**src/rtl/alu_seq_multiplier.sv**
```systemverilog
// alu_seq_multiplier: multi-cycle shift-add multiplier with a start/done handshake.
// Produces the 2*WIDTH-bit product of two WIDTH-bit operands after WIDTH iterations.
// Optional feature: define MULT_SIGNED_EN for two's-complement operands (sign/magnitude
// around the same unsigned core, so latency is unchanged). Default build is unsigned.
module alu_seq_multiplier #(
    parameter int unsigned WIDTH = 32
) (
    input  logic                 clk,
    input  logic                 rst,
    input  logic                 start,
    input  logic [WIDTH-1:0]     src_1,
    input  logic [WIDTH-1:0]     src_2,
    output logic                 busy,
    output logic                 done,
    output logic [2*WIDTH-1:0]   result
);

    localparam int unsigned CntW = (WIDTH > 2) ? $clog2(WIDTH) : 1;

    typedef enum logic [1:0] {
        StIdle,
        StRun,
        StDone
    } state_e;

    state_e             state_q;
    logic [CntW-1:0]    cnt_q;
    logic [WIDTH-1:0]   mcand_q;
    // Upper WIDTH+1 bits hold the partial sum with its carry; lower WIDTH bits hold
    // the not-yet-consumed multiplier bits.
    logic [2*WIDTH:0]   prod_q;

    // Operand values actually loaded into the unsigned core on acceptance.
    logic [WIDTH-1:0]   load_mcand;
    logic [WIDTH-1:0]   load_mplier;
    // One shift-add iteration of the current product register.
    logic [WIDTH:0]     upper_sum;
    logic [2*WIDTH:0]   prod_step;
    logic [2*WIDTH:0]   prod_next;
    // Value written to result in DONE.
    logic [2*WIDTH-1:0] final_prod;
    logic               last_iter;

`ifdef MULT_SIGNED_EN
    logic               sign_q;
    logic               load_sign;

    // Magnitudes of both operands; -2^(WIDTH-1) maps onto itself, which is the
    // correct unsigned magnitude, so the most-negative value needs no special case.
    always_comb begin
        load_sign   = src_1[WIDTH-1] ^ src_2[WIDTH-1];
        load_mcand  = src_1[WIDTH-1] ? (WIDTH'(0) - src_1) : src_1;
        load_mplier = src_2[WIDTH-1] ? (WIDTH'(0) - src_2) : src_2;
    end

    // Re-apply the sign to the unsigned magnitude product.
    always_comb begin
        final_prod = sign_q ? ((2*WIDTH)'(0) - prod_q[2*WIDTH-1:0]) : prod_q[2*WIDTH-1:0];
    end
`else
    // Unsigned build: operands feed the core directly.
    always_comb begin
        load_mcand  = src_1;
        load_mplier = src_2;
        final_prod  = prod_q[2*WIDTH-1:0];
    end
`endif

    // Shift-add datapath: conditional add into the upper half, then shift right by one.
    always_comb begin
        upper_sum = prod_q[2*WIDTH:WIDTH] + {1'b0, mcand_q};
        prod_step = prod_q[0] ? {upper_sum, prod_q[WIDTH-1:0]} : prod_q;
        prod_next = {1'b0, prod_step[2*WIDTH:1]};
        last_iter = (cnt_q == CntW'(WIDTH - 1));
    end

    // Control FSM with registered busy/done/result; reset discards any in-flight op.
    always_ff @(posedge clk) begin
        if (rst) begin
            state_q <= StIdle;
            cnt_q   <= '0;
            mcand_q <= '0;
            prod_q  <= '0;
            busy    <= 1'b0;
            done    <= 1'b0;
            result  <= '0;
`ifdef MULT_SIGNED_EN
            sign_q  <= 1'b0;
`endif
        end else begin
            done <= 1'b0;
            unique case (state_q)
                StIdle: begin
                    if (start) begin
                        mcand_q <= load_mcand;
                        prod_q  <= {{(WIDTH + 1){1'b0}}, load_mplier};
                        cnt_q   <= '0;
                        busy    <= 1'b1;
                        state_q <= StRun;
`ifdef MULT_SIGNED_EN
                        sign_q  <= load_sign;
`endif
                    end
                end
                StRun: begin
                    prod_q <= prod_next;
                    cnt_q  <= cnt_q + CntW'(1);
                    if (last_iter) begin
                        busy    <= 1'b0;
                        state_q <= StDone;
                    end
                end
                StDone: begin
                    result <= final_prod;
                    done   <= 1'b1;
                    // busy is low here, so a start is accepted back-to-back.
                    if (start) begin
                        mcand_q <= load_mcand;
                        prod_q  <= {{(WIDTH + 1){1'b0}}, load_mplier};
                        cnt_q   <= '0;
                        busy    <= 1'b1;
                        state_q <= StRun;
`ifdef MULT_SIGNED_EN
                        sign_q  <= load_sign;
`endif
                    end else begin
                        state_q <= StIdle;
                    end
                end
                default: begin
                    busy    <= 1'b0;
                    state_q <= StIdle;
                end
            endcase
        end
    end

endmodule

```
**config.mk**
```make
export PLATFORM = sky130hd
export DESIGN_NAME = alu_seq_multiplier
export DESIGN_NICKNAME = d
export VERILOG_FILES = /design/src/rtl/alu_seq_multiplier.sv
export SDC_FILE = /design/constraint.sdc
export NUM_CORES = 1
export LEC_CHECK = 0
export CAP_MARGIN = 10
export CORE_MARGIN = 8
export CORE_UTILIZATION = 40
export DETAILED_ROUTE_END_ITERATION = 16
export GPL_ROUTABILITY_DRIVEN = 0
export PLACE_DENSITY = 0.63
export RECOVER_POWER = 25
export SLEW_MARGIN = 0
export SYNTH_ARGS = -nofsm -noshare
export SYNTH_HDL_FRONTEND = slang
export SYNTH_SLANG_ARGS = --single-unit
export TNS_END_PERCENT = 5
```
**constraint.sdc**
```tcl
create_clock -name clk -period 3.29 [get_ports clk]
set_input_delay 0.329 -clock clk [delete_from_list [all_inputs] [get_ports clk]]
set_output_delay 0.329 -clock clk [all_outputs]
set_load 0.05 [all_outputs]
```
### Word level (Yosys, flattened, before mapping)

Cells that the tools add are included.

* eq/ne operators: 6
* add/subtract/negate cells: 2
* reduce and logical (&&, ||, !) cells: 7
* multiplexer cells: 13

Operator list (count)
* $mux 65: 2
* $pmux 65 s2: 1
* $add 33x32->33: 1
* $pmux 5 s2: 1
* $reduce_and 2->1: 4
* $pmux 2 s3: 1
* $add 5x1->5 const B: 1
* $eq 5x5->1 const B: 1
* $mux 5: 1
* $mux 1: 4
* $mux 2: 2
* $ne 2x2->1 const B: 2
* $eq 2x1->1 const B: 1
* $eq 2x2->1 const B: 1
* $logic_not 2->1: 1
* $ne 2x1->1 const B: 1
* $pmux 1 s2: 1
* $reduce_bool 2->1: 1
* $reduce_or 2->1: 1

* register bits after elaboration: 170
* bits of input ports: 67
* output and inout port bits: 66
* logic and storage cells: 35

### Depth between registers and ports, before layout

* depth after elaboration: 4
* depth in mapped cells: 9
* mapped depth without buffers: 9

### Least setup slack after synthesis

No wires, ideal clock.

* path type: register to register
* start: register prod_q[32]
* end: register prod_q[61]
* setup time: 0.122 ns
* buffers on the path: 0
* path slack: 0.824 ns
* cell stages (with the launch flop): 10
* clock period less this slack: 2.466 ns
* data required time: 3.168 ns
* arrival time: 2.344 ns
* path through: dfxtp_1 ha_1 fa_1 a21o_1 a31oi_4 nor4_1 or3_4 o21ai_1 a21boi_0 o311a_1

* cells in the longest elaborated chain, start to end: 3

RTL lines
* from (decl): line 31 `logic [2*WIDTH:0] prod_q;`
* from (signal assigned): line 96 `prod_q <= {{(WIDTH + 1){1'b0}}, load_mplier};`
* from (signal assigned): line 106 `prod_q <= prod_next;`
* from (signal assigned): line 119 `prod_q <= {{(WIDTH + 1){1'b0}}, load_mplier};`
* $add 33x32->33: line 71 `upper_sum = prod_q[2*WIDTH:WIDTH] + {1'b0, mcand_q};`
* $mux 65: line 72 `prod_step = prod_q[0] ? {upper_sum, prod_q[WIDTH-1:0]} : prod_q;`
* $pmux 65 s2: line 92 `unique case (state_q)`

No other way between the ends.
A chain may end at the register's enable or synchronous reset.

### Worst setup path after layout

* start: register state_q[0]
* end: register result[53]

* cells in the longest elaborated chain, start to end: 1

RTL lines
* from (decl): line 26 `state_e state_q;`
* from (signal assigned): line 80 `state_q <= StIdle;`
* from (signal assigned): line 99 `state_q <= StRun;`
* from (signal assigned): line 110 `state_q <= StDone;`
* $eq 2x2->1: line 92
* to (signal assigned): line 114 `result <= final_prod;`
* to (decl): line 15 `output logic [2*WIDTH-1:0] result`

No other way between the ends.

==> results.json <==
{
  "clkTransAtPathRegs_ps": 60,
  "syn_avg_cell_area_um2": 8.00,
  "crit_fanout": 22,
  "avgRoutedWirePerCell_um": 16.4,
  "post_synth_xor_area_fraction_pct": 2.03,
  "worst_setup_path_endpoint": "result[53]",
  "worst_ir_drop_vdd_v": 0.000346,
  "numClockSinks": 169,
  "ff2ff_path_depth": 4,
  "antenna_found_initial": 0,
  "placementRows": 52,
  "portBuffers": 132,
  "power_mw": 4.73,
  "post_synthesis_share_of_cell_area_spent_on_full_adders_half_adders_and_majority_gates_pct": 5.43,
  "place.detailed.hpwl_um": 16000,
  "power.density_cell_area_nw_per_um2": 459,
  "synth_seq_cells": 169,
  "post_route_utilization_pct": 51.1,
  "clock_tree.buffer_depth": 2,
  "cts_max_level": 4,
  "dr.first_iter.drc_count": 513,
  "worst_skew_pair.late_latency_ps": 430,
  "dpl_cells": 1371,
  "drtAntennaViolNets": 0,
  "report.final.setup_viol": 0,
  "grt_start_max_net_pins": 71,
  "cts-root-buf": "sky130_fd_sc_hd__clkbuf_16",
  "maxSlewViolCount": 23,
  "maximum_clock_skew_at_final_layout_ps": 12.1,
  "timing.rr.start": "state_q[0]",
  "timing.critical_path.required_ps": 3650,
  "die-width_um": 159,
  "drt-vias-per-instance": 5.36,
  "cts_buffers": 17,
  "hold_class": "in -> reg",
  "synth.net_count": 1127,
  "hold_slack_ps": 365,
  "synth_edf_count": 0,
  "synth_simple_gate_area_share_pct": 18.8,
  "synth_compound_gate_area_share_pct": 23.8,
  "timing.final.crit_period_ps": 2780,
  "area.growth.synth_to_final_pct": 25.7,
  "layout.cells.non_filler": 1402,
  "dp_slack_ps": 620,
  "synthFlopType": "sky130_fd_sc_hd__dfxtp_1",
  "initial_standard_cell_utilization_of_the_core_pct": 40.7,
  "netlist_area_um2": 8200,
  "synth_warn": 0,
  "vias": 7514,
  "failed_checks": "max-capacitance violations, max-slew violations",
  "hold_depth": 2,
  "start_kind": "flop",
  "timing.critical_path.from": "state_q[0]",
  "synth.mux.area_fraction_pct": 4.79,
  "filler_cell_count": 1986,
  "setup_ws_ps": 506,
  "diodes": 0,
  "final_hold_violating_endpoints": 0,
  "rsz0062_at_grt": "false",
  "postRouteWirelength_um": 23000,
  "postCtsSetupBuffers": 0,
  "post_cts_resized": 0,
  "synthDistinctLibCells": 62,
  "grt_first_pass_wirelength_um": 38700,
  "critPathKind": "reg -> reg",
  "die_y_um": 159,
  "grt_util_all_layers_pct": 18.1,
  "dr.pass1.iters": 6,
  "layout.nets": 1222,
  "drcViolationCount": 0,
  "vias_in_the_first_global_route": 7475,
  "result_of_the_run": "finished with violations",
  "global_route_total_overflow": 0,
  "drive_above_1_share_pct": 5.30,
  "dpl_cell_area_um2": 9740,
  "rr_endpoint": "result[53]",
  "timing.max_slew.rel_slack_pct": -21.4,
  "ports_placed_on_the_boundary": 133,
  "timing.critical_path.to_type": "flop",
  "final_design_area_no_fill_um2": 10300,
  "hold_buffers": 0,
  "synthesis.instances": 1025,
  "cellLeakagePower_nw": 3.77,
  "synth_seq_area_share_pct": 41.3,
  "share_of_async_settable_or_async_resettable_flops_after_synthesis_pct": 0,
  "tns_setup_ps": 0,
  "achievable-frequency_mhz": 359,
  "cts_tree": "built",
  "floorplan.die_area_um2": 25300,
  "timing.critical_path.arrival_ps": 3140,
  "synth_top_family_by_area": "compound AO/OA/AOI/OAI gates",
  "rrSetupSlack_ps": 510,
  "max_slew.worst_pin.slew_ps": 1820,
  "core-area_um2": 20200,
  "max_cap_violation_count": 1,
  "finalCritPeriodShare_pct": 84.6
}
## layout by cell type, fill, tap and decap left out, types with 3 or more instances in the layout
cell type	n
sky130_fd_sc_hd__nand3b_1	3
sky130_fd_sc_hd__nor2b_1	3
sky130_fd_sc_hd__inv_6	4
sky130_fd_sc_hd__xnor2_1	11
sky130_fd_sc_hd__nand4_1	7
sky130_fd_sc_hd__o21a_1	8
sky130_fd_sc_hd__inv_1	10
sky130_fd_sc_hd__o31ai_1	3
sky130_fd_sc_hd__nand2b_1	5
sky130_fd_sc_hd__a211oi_1	36
sky130_fd_sc_hd__a21oi_1	148
sky130_fd_sc_hd__o311a_1	4
sky130_fd_sc_hd__a21o_1	10
sky130_fd_sc_hd__a22oi_1	18
sky130_fd_sc_hd__o32ai_1	3
sky130_fd_sc_hd__clkdlybuf4s50_1	131
sky130_fd_sc_hd__o21ai_0	24
sky130_fd_sc_hd__o21bai_1	6
sky130_fd_sc_hd__nand2_1	224
sky130_fd_sc_hd__clkbuf_16	17
sky130_fd_sc_hd__buf_4	15
sky130_fd_sc_hd__dfxtp_1	169
sky130_fd_sc_hd__and2_1	3
sky130_fd_sc_hd__and3_1	4
sky130_fd_sc_hd__nand3_1	14
sky130_fd_sc_hd__nor2_1	82
sky130_fd_sc_hd__mux2i_1	37
sky130_fd_sc_hd__ha_1	34
sky130_fd_sc_hd__or3_1	6
sky130_fd_sc_hd__a222oi_1	8
sky130_fd_sc_hd__o22ai_1	9
sky130_fd_sc_hd__nor3_1	13
sky130_fd_sc_hd__a31oi_1	5
sky130_fd_sc_hd__xor2_1	8
## synthesized netlist by cell type (all sizes together), types with 3 or more instances
library cell / instances / area share, %
o311a: 4 / 0.49
ha: 34 / 5.2
nor3: 13 / 0.79
dfxtp: 169 / 41
mux2i: 37 / 4.5
and2: 3 / 0.23
buf: 21 / 1.1
inv: 10 / 0.46
a21o: 10 / 0.92
nand4: 7 / 0.53
o22ai: 9 / 0.69
nor2b: 4 / 0.31
o31ai: 3 / 0.27
nand2: 225 / 10
xnor2: 11 / 1.2
nand2b: 5 / 0.38
o32ai: 3 / 0.32
and3: 4 / 0.31
or3: 7 / 0.60
nor2: 83 / 3.8
a21oi: 148 / 9.0
nand3b: 3 / 0.27
a22oi: 18 / 1.6
clkbuf: 51 / 2.3
a222oi: 8 / 0.98
o21ai: 28 / 1.9
nand3: 14 / 0.85
a211oi: 36 / 3.3
xor2: 8 / 0.85
o21bai: 6 / 0.55
a31oi: 6 / 0.64
o21a: 8 / 0.73
## area by class of cell
class	instances	area (um^2)	share of cell area (%)
multi-input cells	774	4500	43.7
flip-flops and latches	169	3380	32.8
repair buffers	148	1460	14.2
clock buffers	20	447	4.33
well taps	270	338	3.28
clock inverters	11	139	1.35
inverters	10	37.5	0.364
## critical path, stage by stage, from the launching register on
cell and delay [ps]:
sky130_fd_sc_hd__dfxtp_1 500, sky130_fd_sc_hd__nor2b_1 1450, sky130_fd_sc_hd__buf_4 470, sky130_fd_sc_hd__nand2_1 150
sky130_fd_sc_hd__a21oi_1 130
## worst min-delay path by stage
stage / start / to / slack [ps]
4_1_cts: rst / done / 360
3_5_place_dp: result[50] / result[50] / 450
3_3_place_gp: result[33] / result[33] / 440
5_1_grt: rst / busy / 390
2_1_floorplan: mcand_q[0] / mcand_q[0] / 440
6_report: rst / busy / 370
## sequential cells by signal, indices dropped and copies added, names as in the netlist
register and flops:
result 64, busy 1, prod_q 64, done 1
cnt_q 5, mcand_q 32, state_q 2
## power by group
part           switching (mW)  total [mW]  internal (mW)
combinational           0.294       0.517          0.223
sequential             0.0664        2.19           2.13
clock                   0.868        2.02           1.15
## cells by family (layout without fill, tap and decap cells)
family / after synthesis / count (layout)
xor gates and xnor gates: 19 / 19
muxes: 39 / 39
AOI/OAI and AO/OA: 308 / 308
DFF: 169 / 169
and+or+nand+nor: 373 / 373
buffers and inverters: 82 / 189
adders and majority gates: 35 / 35
## per-layer routing
| layer | track usage [%] | vias up | share of wire, % |
|---|---|---|---|
| li1 | - | 3820 | - |
| met5 | 0 | - | 0 |
| met1 | 23.6 | 3489 | 48 |
| met3 | 3.62 | 22 | 4.7 |
| met2 | 29.6 | 183 | 46 |
| met4 | 5.57 | 0 | 1.3 |
Power figures use the tool's default switching activity.
